===== config.mk =====
export PLATFORM = sky130hd
export DESIGN_NAME = instruction_fetch_unit
export DESIGN_NICKNAME = d
export VERILOG_FILES = /design/src/rtl/instruction_fetch_unit.sv
export SDC_FILE = /design/constraint.sdc
export NUM_CORES = 1
export LEC_CHECK = 0
export ABC_CLOCK_PERIOD_IN_PS = 5750
export BUFFER_PORTS_ARGS = -buffer_cell sky130_fd_sc_hd__buf_2
export CAP_MARGIN = 20
export CORE_MARGIN = 1
export CORE_UTILIZATION = 57
export CTS_BUF_LIST = sky130_fd_sc_hd__clkbuf_8
export DETAILED_ROUTE_END_ITERATION = 8
export GPL_ROUTABILITY_DRIVEN = 0
export GPL_TIMING_DRIVEN = 0
export MAX_ROUTING_LAYER = met4
export PLACE_DENSITY = 0.95
export REMOVE_ABC_BUFFERS = 1
export SETUP_SLACK_MARGIN = 0.15
export SYNTH_ARGS = -nofsm -noshare
export SYNTH_HDL_FRONTEND = slang
export SYNTH_SLANG_ARGS = --single-unit

===== constraint.sdc =====
create_clock -name clk -period 5.75 [get_ports clk]
set_clock_uncertainty 0.15 [all_clocks]
set_input_delay 1.15 -clock clk [delete_from_list [all_inputs] [get_ports clk]]
set_output_delay 1.15 -clock clk [all_outputs]
set_load 0.03 [all_outputs]

===== src/rtl/instruction_fetch_unit.sv =====
// Fetch stage: holds the PC, issues one word fetch at a time over req/gnt/rvalid,
// and hands each returned instruction to decode through a valid/ready register.
module instruction_fetch_unit #(
    parameter logic [31:0] RESET_PC  = 32'h0000_0000,
    parameter logic [31:0] NOP_INSTR = 32'h0000_0013,
    parameter int unsigned COUNT_W   = 32
) (
    input  logic               clk,
    input  logic               rst_n,
    output logic               imem_req,
    output logic [31:0]        imem_addr,
    input  logic               imem_gnt,
    input  logic [31:0]        imem_rdata,
    input  logic               imem_rvalid,
    input  logic               redirect_valid,
    input  logic [31:0]        redirect_pc,
    output logic               id_valid,
    input  logic               id_ready,
    output logic [31:0]        id_instr,
    output logic [31:0]        id_pc,
    output logic [31:0]        id_pc_plus4,
    output logic [COUNT_W-1:0] fetch_count
);

    typedef enum logic {S_REQ, S_WAIT} state_e;

    state_e               state_q, state_d;
    logic [31:0]          pc_q, pc_d;
    logic [31:0]          req_addr_q, req_addr_d;
    logic                 drop_q, drop_d;
    logic                 run_q, run_d;
    logic                 id_valid_q, id_valid_d;
    logic [31:0]          id_instr_q, id_instr_d;
    logic [31:0]          id_pc_q, id_pc_d;
    logic [COUNT_W-1:0]   fetch_count_q, fetch_count_d;
    logic                 req;
    logic                 consume;
    logic                 unused_redirect_lsb;

    // Redirect targets are forced to word alignment; the low bits are ignored.
    assign unused_redirect_lsb = ^redirect_pc[1:0];

    always_ff @(posedge clk or negedge rst_n) begin
        if (!rst_n) begin
            state_q       <= S_REQ;
            pc_q          <= RESET_PC;
            req_addr_q    <= RESET_PC;
            drop_q        <= 1'b0;
            run_q         <= 1'b0;
            id_valid_q    <= 1'b0;
            id_instr_q    <= NOP_INSTR;
            id_pc_q       <= 32'h0;
            fetch_count_q <= '0;
        end else begin
            state_q       <= state_d;
            pc_q          <= pc_d;
            req_addr_q    <= req_addr_d;
            drop_q        <= drop_d;
            run_q         <= run_d;
            id_valid_q    <= id_valid_d;
            id_instr_q    <= id_instr_d;
            id_pc_q       <= id_pc_d;
            fetch_count_q <= fetch_count_d;
        end
    end

    always_comb begin
        state_d       = state_q;
        pc_d          = pc_q;
        req_addr_d    = req_addr_q;
        drop_d        = drop_q;
        run_d         = 1'b1;
        id_valid_d    = id_valid_q;
        id_instr_d    = id_instr_q;
        id_pc_d       = id_pc_q;
        fetch_count_d = fetch_count_q;

        // Only request when the output register is guaranteed empty when the
        // response lands, so a response never has to wait for decode.
        req     = run_q && (state_q == S_REQ) && (!id_valid_q || id_ready) && !redirect_valid;
        consume = id_valid_q && id_ready;

        if (consume) begin
            id_valid_d = 1'b0;
            id_instr_d = NOP_INSTR;
            if (!redirect_valid) begin
                fetch_count_d = fetch_count_q + COUNT_W'(1);
            end
        end

        case (state_q)
            S_REQ: begin
                if (req && imem_gnt) begin
                    req_addr_d = pc_q;
                    pc_d       = pc_q + 32'd4;
                    state_d    = S_WAIT;
                end
            end
            S_WAIT: begin
                if (imem_rvalid) begin
                    state_d = S_REQ;
                    if (drop_q) begin
                        drop_d = 1'b0;
                    end else if (!redirect_valid) begin
                        id_valid_d = 1'b1;
                        id_instr_d = imem_rdata;
                        id_pc_d    = req_addr_q;
                    end
                end else if (redirect_valid) begin
                    drop_d = 1'b1;
                end
            end
            default: state_d = S_REQ;
        endcase

        if (redirect_valid) begin
            pc_d       = {redirect_pc[31:2], 2'b00};
            id_valid_d = 1'b0;
            id_instr_d = NOP_INSTR;
        end
    end

    assign imem_req    = req;
    assign imem_addr   = pc_q;
    assign id_valid    = id_valid_q;
    assign id_instr    = id_instr_q;
    assign id_pc       = id_pc_q;
    assign id_pc_plus4 = id_pc_q + 32'd4;
    assign fetch_count = fetch_count_q;

endmodule


==> metrics.txt <==
# TYPE chip_impl_metric gauge
chip_impl_metric{name="die_height",unit="um"} 116
chip_impl_metric{name="p_leak",unit="nW"} 4.76
chip_impl_metric{name="max-slew-margin-rel",unit="%"} 39.9
chip_impl_info{name="critical_path.cell_chain",value="ha_1, nand4_1, nor4_2, and3_1, nand3_1, xnor2_1, buf_2"} 1
chip_impl_metric{name="hold_worst_slack",unit="ps"} 315
chip_impl_metric{name="final_min_period_over_clock_period",unit="%"} 67.4
chip_impl_info{name="worst_setup_path_start_kind",value="register"} 1
chip_impl_info{name="grt_setup_unrepaired",value="no"} 1
chip_impl_metric{name="p_clk_share",unit="%"} 23.8
chip_impl_info{name="worst-setup-path-type",value="register to primary output"} 1
chip_impl_metric{name="gr-total-overflow",unit=""} 0
chip_impl_info{name="clockRootBuffer",value="sky130_fd_sc_hd__clkbuf_8"} 1
chip_impl_metric{name="slew_viol_final",unit=""} 0
chip_impl_metric{name="route.antenna.remaining_nets",unit=""} 0
chip_impl_metric{name="antenna_found_initial",unit=""} 0
chip_impl_metric{name="fin_total_pwr",unit="mW"} 3.16
chip_impl_metric{name="placed_inst_area",unit="sq um"} 8590
chip_impl_metric{name="io_buffer_count",unit=""} 223
chip_impl_info{name="timing.hold.worst.class",value="register to register"} 1
chip_impl_metric{name="mean_instance_size_in_the_synthesized_netlist",unit="sq um"} 9.62
chip_impl_info{name="cts_tree",value="done"} 1
chip_impl_info{name="synth_area_leader_cell",value="sky130_fd_sc_hd__dfrtp_1"} 1
chip_impl_metric{name="finalSetupTns",unit="ps"} 0
chip_impl_info{name="routed.top_layer",value="met4"} 1
chip_impl_metric{name="rows",unit=""} 41
chip_impl_metric{name="die_area",unit="sq um"} 13400
chip_impl_metric{name="combPwrFrac",unit="%"} 29.6
chip_impl_metric{name="num-nets-final",unit=""} 1044
chip_impl_metric{name="setup_viol",unit=""} 0
chip_impl_metric{name="crit_path_max_fanout",unit=""} 8
chip_impl_metric{name="timing.fmax",unit="MHz"} 258
chip_impl_metric{name="grt_start_max_net_pins",unit=""} 84
chip_impl_metric{name="avgViaCountPerCell",unit=""} 5.61
chip_impl_metric{name="critical_path_buf_inv_count",unit=""} 1
chip_impl_metric{name="synth_async_sr_flop_share",unit="%"} 100
chip_impl_metric{name="route.vias.total",unit=""} 6486
chip_impl_metric{name="synth_edf_count",unit=""} 0
chip_impl_metric{name="yosysTopAreaCellShare",unit="%"} 52.8
chip_impl_info{name="status",value="completed"} 1
chip_impl_metric{name="layout.core_utilization",unit="%"} 71.2
chip_impl_metric{name="antenna-diode-count",unit=""} 0
chip_impl_metric{name="critical_path_arrival",unit="ps"} 2580
chip_impl_metric{name="syn-instance-count",unit=""} 764
chip_impl_metric{name="synth_seq_cells",unit=""} 158
chip_impl_info{name="worst_path_max_delay_cell",value="sky130_fd_sc_hd__and3_1"} 1
chip_impl_metric{name="first_iter_violations",unit=""} 530
chip_impl_metric{name="pwr-share-seq",unit="%"} 46.6
chip_impl_metric{name="cts.repair.resized",unit=""} 0
chip_impl_metric{name="stdcell_area",unit="sq um"} 8990
chip_impl_info{name="ys_dominant_reg_cell",value="sky130_fd_sc_hd__dfrtp_1"} 1
chip_impl_info{name="synth_commonest_cells",value="sky130_fd_sc_hd__nand2_1, sky130_fd_sc_hd__dfrtp_1, sky130_fd_sc_hd__xnor2_1, sky130_fd_sc_hd__nand3_1, sky130_fd_sc_hd__a22o_1"} 1
chip_impl_metric{name="clkTransAtPathRegs",unit="ps"} 90
chip_impl_metric{name="dr_wl_met3",unit="um"} 1080
chip_impl_metric{name="switching_power",unit="mW"} 1.28
chip_impl_metric{name="route.met2.wl",unit="um"} 9360
chip_impl_metric{name="critical-path-max-stage-delay",unit="ps"} 480
chip_impl_metric{name="period_needed",unit="ps"} 3880
chip_impl_metric{name="fp.dieW",unit="um"} 116
chip_impl_metric{name="post_drt_wl_per_cell",unit="um"} 16.0
chip_impl_metric{name="internal_power",unit="mW"} 1.88
chip_impl_metric{name="p_per_area",unit="nW/um^2"} 352
chip_impl_info{name="synth.top_cells.by_area",value="sky130_fd_sc_hd__dfrtp_1, sky130_fd_sc_hd__nand2_1, sky130_fd_sc_hd__xnor2_1"} 1
chip_impl_metric{name="htree_levels",unit=""} 4
chip_impl_metric{name="switching_share_of_total_power",unit="%"} 40.5
chip_impl_metric{name="hold_viol",unit=""} 0
chip_impl_info{name="critical_path.endpoint_type",value="primary output"} 1
chip_impl_metric{name="routedLengthMet1",unit="um"} 7620
chip_impl_metric{name="place_hpwl",unit="um"} 13100
chip_impl_info{name="critical-path-top-delay-family",value="simple AND/OR/NAND/NOR gates"} 1
chip_impl_metric{name="drv.max_cap_violation_count",unit=""} 0
chip_impl_metric{name="clockBufferDepth",unit=""} 2
chip_impl_metric{name="global_route_wire_length_before_repair",unit="um"} 28800
chip_impl_metric{name="ratio_of_cells_with_drive_above_1_in_the_final_layout",unit="%"} 28.6
chip_impl_metric{name="clock_insertion_delay_worst_skew",unit="ps"} 450
chip_impl_metric{name="mappedNetlistArea",unit="sq um"} 7350
chip_impl_metric{name="drc",unit=""} 0
chip_impl_metric{name="yosysSeqAreaShare",unit="%"} 53.8
chip_impl_metric{name="max_slew.worst_pin.slew",unit="ps"} 901
chip_impl_metric{name="firstDrtPassIters",unit=""} 7
chip_impl_metric{name="areaGrowthSynthToFinish",unit="%"} 22.3
chip_impl_metric{name="initial_utilization",unit="%"} 58.3
chip_impl_metric{name="drt-total-wl",unit="um"} 18400
chip_impl_metric{name="yosysWarnings",unit=""} 0
chip_impl_metric{name="cts_post_setup_buffers_inserted",unit=""} 0
chip_impl_metric{name="cts_num_sinks",unit=""} 158
chip_impl_metric{name="synth_cell_types",unit=""} 50
chip_impl_metric{name="cts_buffers",unit=""} 17
chip_impl_metric{name="floorplan.io_pins",unit=""} 232
chip_impl_info{name="synth.most_common_cell",value="sky130_fd_sc_hd__nand2_1"} 1
chip_impl_metric{name="vdd_drop_max",unit="mV"} 0.214
chip_impl_metric{name="number_of_global_route_vias_before_repair",unit=""} 5898
chip_impl_metric{name="critical_path_required",unit="ps"} 4450
chip_impl_metric{name="cts_hold_buf",unit=""} 0
chip_impl_metric{name="grt.total_usage",unit="%"} 28.8
chip_impl_metric{name="core_area",unit="sq um"} 12600
[per-stage QoR]
stage | instances | worst slack (ps)
after floorplan | 723 | 2060
after global placement | 1118 | 518
after detailed placement | 1123 | 1750
after CTS | 1155 | 1810
after global routing | 1156 | 1640
final | 1156 | 1870
[cell usage in the layout, fill, tap and decap left out, drive strengths merged, types with 4 or more instances in the layout]
cell type and instances:
conb 7, o211ai 6, buf 229, nand2 227
nand3 36, clkinvlp 5, o21ai 23, dfrtp 155
inv 16, nand4 31, nor3 10, nor2 22
a221o 4, clkbuf 19, a21oi 9, nor2b 5
xnor2 47, o311ai 8, a22o 29, and4 8
nand2b 5, and2 4, xor2 15, and3 21
[path summary, 6_finish.rpt]
| check | from | end | slack [ps] | cells past startpoint |
|---|---|---|---|---|
| setup / recovery | id_pc[2] | id_pc_plus4[30] | 1870 | 7 |
| hold / removal | req_addr_q[27] | id_pc[27] | 320 | 2 |
| hold reg to reg | req_addr_q[27] | id_pc[27] | 320 | 2 |
| max in group asynchronous | rst_n | req_addr_q[27] | 4060 | 2 |
| setup reg to reg | state_q | imem_addr[14] | 2950 | 6 |
| min in group asynchronous | rst_n | id_instr[13] | 570 | 1 |
[per-layer routing]
| metal | track usage [%] | vias to the layer above |
|---|---|---|
| met3 | 4.81 | 35 |
| met4 | 12.1 | 0 |
| met2 | 47.7 | 266 |
| met5 | - | - |
| li1 | - | 3023 |
| met1 | 34.9 | 3162 |
[flip-flops by register name, indices dropped and copies added, names as in the netlist]
signal       flops
drop_q           1
fetch_count     32
id_instr        32
id_pc           30
id_valid         1
imem_addr       30
req_addr_q      30
run_q            1
state_q          1
[logic make-up (layout without fill, tap and decap cells)]
group	after synthesis	after routing	share of synthesized area [%]
and+or+nand+nor	381	381	24.3
DFF	158	158	53.8
AOI/OAI and AO/OA	96	96	9.60
xor gates and xnor gates	62	62	7.39
buffers and inverters	57	272	3.54
muxes	5	5	0.715
adders and majority gates	3	3	0.511
other	2	7	0.102
[final cells by class]
cell class | instances | area (sq um)
flip-flops and latches | 158 | 3960
fillers | 904 | 3630
multi-input cells | 554 | 3160
repair buffers | 229 | 1250
clock buffers | 19 | 262
well taps | 172 | 215
clock inverters | 13 | 106
inverters | 11 | 41.3
[tightest hold or removal path, stage by stage, from the launching register on]
cell	delay, ps
sky130_fd_sc_hd__dfrtp_1	350
sky130_fd_sc_hd__nand2_1	50
sky130_fd_sc_hd__nand2_1	50
[power groups by stage]
stage                     Sequential (mW)  Combinational [mW]  Clock [mW]
after floorplan                      1.66               0.412           0
after global placement               1.48               0.903           0
after detailed placement             1.49               0.933           0
after CTS                            1.47               0.937       0.769
after global routing                 1.50               0.998       0.818
final                                1.47               0.936       0.751
No activity file was read; power rests on OpenSTA's default activity.
